$ cat config.mk
export PLATFORM = sky130hd
export DESIGN_NAME = lsu_bram_ctrl
export DESIGN_NICKNAME = d
export VERILOG_FILES = /design/src/rtl/lsu_bram_ctrl.sv
export SDC_FILE = /design/constraint.sdc
export NUM_CORES = 1
export LEC_CHECK = 0
export CAP_MARGIN = 20
export CORE_MARGIN = 4
export CORE_UTILIZATION = 55
export CTS_CLUSTER_SIZE = 30
export DETAILED_ROUTE_END_ITERATION = 7
export DONT_BUFFER_PORTS = 1
export GPL_TIMING_DRIVEN = 0
export PLACE_DENSITY = 0.76
export SYNTH_ARGS = -nofsm -noshare
export SYNTH_HDL_FRONTEND = slang
export SYNTH_SLANG_ARGS = --single-unit
$ cat constraint.sdc
create_clock -name clk -period 2.45 [get_ports clk]
set_input_delay 0.6125 -clock clk [delete_from_list [all_inputs] [get_ports clk]]
set_output_delay 0.6125 -clock clk [all_outputs]
set_load 0.02 [all_outputs]
$ cat src/rtl/lsu_bram_ctrl.sv
// Load/store sequencer between the MEM stage and a single-port synchronous BRAM.
// Misaligned half/word accesses take two BRAM beats; load data is aligned and extended on return.
module lsu_bram_ctrl #(
  parameter int unsigned ADDR_W = 12
) (
  input  logic              clk,
  input  logic              rst_n,
  input  logic              req_valid,
  output logic              req_ready,
  input  logic              req_we,
  input  logic [31:0]       req_addr,
  input  logic [1:0]        req_size,
  input  logic [2:0]        req_ext,
  input  logic [31:0]       req_wdata,
  output logic              rsp_valid,
  output logic [31:0]       rsp_rdata,
  output logic              stall,
  output logic              mem_en,
  output logic [3:0]        mem_we,
  output logic [ADDR_W-1:0] mem_addr,
  output logic [31:0]       mem_wdata,
  input  logic [31:0]       mem_rdata
);

  localparam int unsigned DATA_W = 32;
  localparam int unsigned LANES  = DATA_W / 8;
  localparam int unsigned OFF_W  = 2;

  localparam logic [2:0] EXT_LBU = 3'b000;
  localparam logic [2:0] EXT_LHU = 3'b001;
  localparam logic [2:0] EXT_LB  = 3'b010;
  localparam logic [2:0] EXT_LH  = 3'b011;

  typedef enum logic [1:0] {
    S_IDLE     = 2'd0,
    S_RD_LAST  = 2'd1,
    S_RD_SPLIT = 2'd2,
    S_WR_SPLIT = 2'd3
  } state_t;

  // Lane mask of an access starting at lane 0; size 11 behaves as a word.
  function automatic logic [LANES-1:0] size_lanes(input logic [1:0] size);
    case (size)
      2'b01:   size_lanes = LANES'(4'b0001);
      2'b10:   size_lanes = LANES'(4'b0011);
      default: size_lanes = LANES'(4'b1111);
    endcase
  endfunction

  function automatic logic [LANES-1:0] lanes_first(input logic [1:0] size,
                                                   input logic [OFF_W-1:0] off);
    logic [2*LANES-1:0] span;
    span        = {{LANES{1'b0}}, size_lanes(size)} << off;
    lanes_first = span[LANES-1:0];
  endfunction

  // Lanes that spill past byte 3 land in the next word.
  function automatic logic [LANES-1:0] lanes_second(input logic [1:0] size,
                                                    input logic [OFF_W-1:0] off);
    logic [2*LANES-1:0] span;
    span         = {{LANES{1'b0}}, size_lanes(size)} << off;
    lanes_second = span[2*LANES-1:LANES];
  endfunction

  function automatic logic [DATA_W-1:0] rotl_lanes(input logic [DATA_W-1:0] data,
                                                   input logic [OFF_W-1:0] off);
    logic [2*DATA_W-1:0] dbl;
    dbl        = {data, data} << {off, 3'b000};
    rotl_lanes = dbl[2*DATA_W-1:DATA_W];
  endfunction

  function automatic logic [DATA_W-1:0] shift_out(input logic [DATA_W-1:0] hi,
                                                  input logic [DATA_W-1:0] lo,
                                                  input logic [OFF_W-1:0] off);
    logic [2*DATA_W-1:0] dbl;
    dbl       = {hi, lo} >> {off, 3'b000};
    shift_out = dbl[DATA_W-1:0];
  endfunction

  state_t              r_state;
  state_t              w_state_nxt;
  logic [OFF_W-1:0]    r_off;
  logic [1:0]          r_size;
  logic [2:0]          r_ext;
  logic [DATA_W-1:0]   r_wdata;
  logic [ADDR_W-1:0]   r_addr;
  logic                r_split;
  logic [DATA_W-1:0]   r_lo;

  logic [OFF_W-1:0]    w_off;
  logic [ADDR_W-1:0]   w_word;
  logic [LANES-1:0]    w_lanes_lo;
  logic                w_split;
  logic                w_accept;
  logic [ADDR_W-1:0]   w_addr_next;
  logic [DATA_W-1:0]   w_lo;
  logic [DATA_W-1:0]   w_hi;
  logic [DATA_W-1:0]   w_asm;
  logic [DATA_W-1:0]   w_fmt;
  logic                w_unused_addr;

  assign w_off         = req_addr[OFF_W-1:0];
  assign w_word        = req_addr[ADDR_W+1:OFF_W];
  assign w_lanes_lo    = lanes_first(req_size, w_off);
  assign w_split       = |lanes_second(req_size, w_off);
  assign w_addr_next   = r_addr + ADDR_W'(1);
  assign w_unused_addr = ^req_addr[31:ADDR_W+2];
  assign stall         = req_valid & ~req_ready;

  // Load assembly: a split load keeps its first word in r_lo, the second arrives on mem_rdata.
  assign w_lo  = r_split ? r_lo : mem_rdata;
  assign w_hi  = r_split ? mem_rdata : '0;
  assign w_asm = shift_out(w_hi, w_lo, r_off);

  always_comb begin
    case (r_ext)
      EXT_LBU: w_fmt = {{(DATA_W-8){1'b0}}, w_asm[7:0]};
      EXT_LHU: w_fmt = {{(DATA_W-16){1'b0}}, w_asm[15:0]};
      EXT_LB:  w_fmt = {{(DATA_W-8){w_asm[7]}}, w_asm[7:0]};
      EXT_LH:  w_fmt = {{(DATA_W-16){w_asm[15]}}, w_asm[15:0]};
      default: w_fmt = w_asm;
    endcase
  end

  always_ff @(posedge clk or negedge rst_n) begin
    if (!rst_n) begin
      r_state <= S_IDLE;
    end else begin
      r_state <= w_state_nxt;
    end
  end

  // Next state and BRAM/response drive; a first beat may overlap the RD_LAST response.
  always_comb begin
    w_state_nxt = r_state;
    req_ready   = 1'b0;
    w_accept    = 1'b0;
    rsp_valid   = 1'b0;
    rsp_rdata   = '0;
    mem_en      = 1'b0;
    mem_we      = '0;
    mem_addr    = '0;
    mem_wdata   = '0;

    case (r_state)
      S_IDLE: begin
        req_ready = rst_n;
      end
      S_RD_LAST: begin
        req_ready   = rst_n;
        rsp_valid   = 1'b1;
        rsp_rdata   = w_fmt;
        w_state_nxt = S_IDLE;
      end
      S_RD_SPLIT: begin
        mem_en      = 1'b1;
        mem_addr    = w_addr_next;
        w_state_nxt = S_RD_LAST;
      end
      S_WR_SPLIT: begin
        mem_en      = 1'b1;
        mem_we      = lanes_second(r_size, r_off);
        mem_addr    = w_addr_next;
        mem_wdata   = rotl_lanes(r_wdata, r_off);
        w_state_nxt = S_IDLE;
      end
      default: begin
        w_state_nxt = S_IDLE;
      end
    endcase

    w_accept = req_valid & req_ready;
    if (w_accept) begin
      mem_en   = 1'b1;
      mem_addr = w_word;
      if (req_we) begin
        mem_we      = w_lanes_lo;
        mem_wdata   = rotl_lanes(req_wdata, w_off);
        w_state_nxt = w_split ? S_WR_SPLIT : S_IDLE;
      end else begin
        w_state_nxt = w_split ? S_RD_SPLIT : S_RD_LAST;
      end
    end
  end

  // Request fields held for the second beat and for formatting the response.
  always_ff @(posedge clk or negedge rst_n) begin
    if (!rst_n) begin
      r_off   <= '0;
      r_size  <= '0;
      r_ext   <= '0;
      r_wdata <= '0;
      r_addr  <= '0;
      r_split <= 1'b0;
      r_lo    <= '0;
    end else begin
      if (w_accept) begin
        r_off   <= w_off;
        r_size  <= req_size;
        r_ext   <= req_ext;
        r_wdata <= req_wdata;
        r_addr  <= w_word;
        r_split <= w_split;
      end
      if (r_state == S_RD_SPLIT) begin
        r_lo <= mem_rdata;
      end
    end
  end

endmodule

======== Yosys cells after proc, flatten, opt, wreduce, memory -nomap -nowiden ========
Cells that the tools add are included.
word-level totals
  bits in writable memories ............... 0
  memories ................................ 0
  memory bits (read-only) ................. 0
  output and inout bits ................... 84
  register bits ........................... 86
  bits in latches ......................... 0
  input port bits ......................... 105
  word-level logic and storage cells ...... 58
operators by class
  divide/modulo/power cells ............... 0
  bitwise gates (word level) .............. 3
  shifts and indexed selects .............. 5
  multiplexer cells ....................... 24
  magnitude comparators ................... 0
  $add $sub $neg .......................... 1
  $mul .................................... 0
  equal/unequal tests ..................... 10
  reduce and logical (&&, ||, !) cells .... 7
operators with widths
  operator                                                                count
  32-bit 2-to-1 mux                                                       6
  32-bit one-hot mux with 4 select lines                                  1
  64-bit by 5-bit << shifter with 64-bit output                           2
  64-bit by 5-bit right shift with 32-bit output                          1
  12-bit 2-to-1 mux                                                       2
  4-bit 2-to-1 mux                                                        4
  4-bit one-hot mux with 2 select lines                                   2
  4-bit by 2-bit << shifter with 8-bit output                             2
  12-bit by 1-bit adder with 12-bit output (second input constant)        1
  2-bit equality test (second input constant)                             4
  2-bit 2-to-1 mux                                                        4
  2-bit by 1-bit equality test with 1-bit output (second input constant)  3
  3-bit by 2-bit equality test with 1-bit output (second input constant)  2
  2-bit OR reduction                                                      3
  1-bit 2-to-1 mux                                                        4
  2-bit one-hot mux with 2 select lines                                   1
  4-bit OR reduction                                                      1
  3-bit by 1-bit equality test with 1-bit output (second input constant)  1
  3-bit logical NOT                                                       1
  3-bit nonzero test                                                      1
  1-bit bitwise AND                                                       2
  2-bit logical NOT                                                       1
  1-bit NOT                                                               1

======== Longest topological paths before layout ========
  depth after elaboration ................. 7
  depth in mapped cells ................... 8
  depth with buffers taken out ............ 7

======== Least setup slack after synthesis ========
OpenSTA, ideal clock, no wires.
  kind .................................... input -> output
  start ................................... input rst_n
  end ..................................... output mem_we[1]
  data arrival time ....................... 2.173 ns
  stages .................................. 5
  buffers on the path ..................... 1
  required time ........................... 1.837 ns
  slack ................................... -0.335 ns
  path through ............................ nor2b_1 and2_1 clkbuf_1 nand2_1 o32ai_1
on the way
  longest elaborated chain between the ends .. 3
RTL lines
  element             RTL line  RTL
  start: declaration  7         input logic rst_n,
  1-bit 2-to-1 mux    145       case (r_state)
  1-bit bitwise AND   172       w_accept = req_valid & req_ready;
  4-bit 2-to-1 mux    173       if (w_accept) begin
  end: declaration    19        output logic [3:0] mem_we,
Every way passes these cells.

======== Final worst setup path ========
  start ................................... register r_split
  end ..................................... output rsp_rdata[21]
on the way
  longest elaborated chain between the ends .. 4
  elaborated cells between the ends (all ways) .. 5
  classes of those cells .................. shift (1); mux (4)
RTL lines
  element                                           RTL line  RTL
  start: declaration                                87        logic r_split;
  start signal: assignment                          203       r_split <= w_split;
  32-bit 2-to-1 mux, on equally long branches       111, 112
  64-bit by 5-bit right shift with 32-bit output *  76        dbl = {hi, lo} >> {off, 3'b000};
  32-bit one-hot mux with 4 select lines *          116       case (r_ext)
  32-bit 2-to-1 mux *                               145
  end: declaration                                  16        output logic [31:0] rsp_rdata,
Every way passes the cells marked *; elsewhere a longest branch is shown, timed or not.

==> flow_metrics.tcl <==
set metrics [dict create \
    outcome "complete, but fails checks" \
    violations "negative hold slack, negative setup slack" \
    rsz0062_at_grt "yes" \
    worstSkewPairLatency_ns 0.35 \
    cp_data_required_time_ns 1.84 \
    reg2reg_depth 8 \
    yosysSeqAreaShare_pct 31.3 \
    dp_worst_setup_slack_ns -0.610 \
    fmax_mhz 340 \
    initial_core_util_pct 56.7 \
    crit_path_max_fanout 7 \
    p_int_mw 4.31 \
    critical_path.startpoint "r_split" \
    grt_busiest_layer "met2" \
    drt_iter0_markers 974 \
    drive_above_1_share_pct 43.0 \
    synth.most_common_cell "nand2_1" \
    setup_violations 71 \
    cts_tree "done" \
    fin_skew_ns 0.00418 \
    grt_pass1_wl_mm 38.7 \
    dr.pass1.iters 5 \
    fin_ws_ns -0.493 \
    totalWireLength_mm 26.8 \
    tns_ns -15.23 \
    die_area_mm2 0.0143 \
    drtAntennaViolNets 0 \
    leakage_nw 3.66 \
    routedWlPerCell_um 26.6 \
    cts_inserted_buffers 9 \
    r2r-start "r_state[1]" \
    grt_remaining_overflow 0 \
    yosys.area.top_type "dfrtp_1" \
    grt_usage_pct 35.2 \
    die_w_um 120 \
    place_congestion 0.979 \
    cts.sinks 86 \
    grt_max_degree 88 \
    fin_util_pct 75.8 \
    finalNetCount 942 \
    endpoint "rsp_rdata[21]" \
    clock-root-buffer "clkbuf_16" \
    portBuffers 0 \
    antenna_cells 0 \
    pwr_density_cell_mw_per_mm2 805 \
    use_met1_pct 42.9 \
    path_class "reg -> out" \
    seqPwrFrac_pct 29.2 \
    synthDistinctLibCells 37 \
    cts_max_path_buffers 2 \
    ios 189 \
    syn-num-nets 909 \
    avgSynthCellArea_um2 8.58 \
    synth.yosys.warnings 0 \
    holdWs_ns -0.0506 \
    regToRegSetupSlack_ns 0.25 \
    yosys-top-cells-area "dfrtp_1, mux4_2, nand2_1" \
    grt_util_met3_pct 9.94 \
    worst_pin_slew_ns 0.796 \
    slew_headroom_pct 46.9 \
    post-route-period-util_pct 120 \
    synthArstFlopShare_pct 100 \
    vias 7169 \
    antenna_found_initial 0 \
    clkTransAtPathRegs_ns 0.07 \
    drc_errors 0 \
    viasPerCell 7.12 \
    grt_pass1_vias 6996 \
    slew_viol_final 0 \
    synth_common_cells "nand2_1, dfrtp_1, nor2_1, o21ai_0, mux2i_1" \
    synthesis.area_mm2 0.00687 \
    core-area_mm2 0.0121 \
    startpoint_type "register" \
    ys_seq_elements 86 \
    critPathArrivalTime_ns 2.33 \
    clkPwrFrac_pct 20.8 \
    ir_drop_uv 427 \
    die_h_um 120 \
    synth_top_cell_area_share_pct 31.3 \
    hold_class "in -> async" \
    r2r_end "r_wdata[30]" \
    netSwitchingPower_mw 3.07 \
    hold_violations 86 \
    synthCells 801 \
    synthFlopType "dfrtp_1" \
    synth_edf_count 0 \
    h-tree-depth 3 \
    use_met2_pct 56.1 \
    cp-end-kind "primary output" \
    area_delta_synth_final_pct 33.6 \
    rows 40 \
    detailed_place_hpwl_mm 17.2 \
    combPwrFrac_pct 50.0 \
    drv_cap 0 \
    period_minus_slack_ns 2.94 \
    switching_share_pct 41.6 \
]
[power groups by stage]
stage          clock network (mW)  logic [mW]  registers (mW)
2_1_floorplan                   0        2.06            2.02
3_3_place_gp                    0        2.51            2.07
3_5_place_dp                    0        2.57            2.11
4_1_cts                      1.55        3.17            2.10
5_1_grt                      1.62        3.87            2.19
6_report                     1.54        3.69            2.16
[state kept, by name, indices dropped and copies added, names as in the netlist]
name / cells
r_ext: 3
r_split: 1
r_wdata: 32
r_lo: 32
r_addr: 12
r_state: 2
r_off: 2
r_size: 2
[repair_timing]
| item | in CTS | in global routing |
|---|---|---|
| pin swaps | 26 | 45 |
| setup buffers | 11 | 9 |
| setup endpoints to repair | 80 | 80 |
| endpoints found under the hold margin | 86 | 86 |
| resized for setup | 230 | 159 |
| gates cloned | 1 | 3 |
[final cells by class]
type	instances	area, um^2
Fill cell	832	2930
Clock buffer	10	239
Sequential cell	86	2160
Timing Repair Buffer	23	294
Tap cell	168	210
Buffer	66	601
Multi-Input combinational cell	637	5550
Clock inverter	6	92.6
Inverter	11	41.3
[cell families after synthesis]
kind of cell,count (synthesis),share of synthesized area (%)
adder cells (fa/ha/maj),3,0.546
XOR/XNOR,10,1.27
AO/OA/AOI/OAI,151,12.3
flip-flops,86,31.3
AND/OR/NAND/NOR,318,18.7
multiplexers,155,31.1
buffers and inverters,78,4.72
[worst max-delay path: stages, from the launching register on]
cell and delay (ns):
dfrtp_1 0.39, buf_6 0.15, mux2i_4 0.19, mux4_2 0.55, o31ai_4 0.24, a21oi_4 0.11
buf_6 0.15, a21oi_4 0.19
[worst min-delay path by stage]
| stage | startpoint | endpoint | depth (start not counted) |
|---|---|---|---|
| 3_5_place_dp | rst_n | r_lo[18] | 0 |
| 6_report | rst_n | r_lo[29] | 0 |
| 2_1_floorplan | rst_n | r_addr[0] | 0 |
| 3_3_place_gp | rst_n | r_lo[30] | 0 |
| 4_1_cts | rst_n | r_lo[18] | 0 |
| 5_1_grt | rst_n | r_lo[18] | 0 |
[layout by cell type (no fill, tap or decap), types with 6 or more instances in the layout]
cell,n
a211oi_1,9
a21oi_1,28
a21oi_2,22
a21oi_4,6
buf_1,6
buf_12,11
buf_4,16
buf_6,17
clkbuf_1,10
clkbuf_16,14
clkbuf_2,10
clkbuf_4,8
dfrtp_1,83
inv_1,10
mux2_2,48
mux2i_1,36
mux2i_2,19
mux2i_4,10
mux4_2,42
nand2_1,177
nand3_1,22
nand3_2,14
nor2_1,39
nor2_2,11
nor2_4,32
nor2b_1,7
o21ai_0,23
o21ai_2,23
o21ai_4,20
xor2_1,8
[layer usage]
metal | up-vias | share of wire (%)
li1 | 2913 | -
met5 | - | 0
met4 | 0 | 6.3
met2 | 654 | 47
met3 | 165 | 13
met1 | 3437 | 33
[metrics by stage]
step | cells | total power [mW] | cell area [um^2]
final | 1007 | 7.39 | 9180
after global routing | 1007 | 7.68 | 9180
after global placement | 969 | 4.58 | 7210
after detailed placement | 969 | 4.68 | 7210
after CTS | 996 | 6.82 | 8380
after floorplan | 801 | 4.08 | 7000
Note: power is estimated with default switching activity, not from simulation.
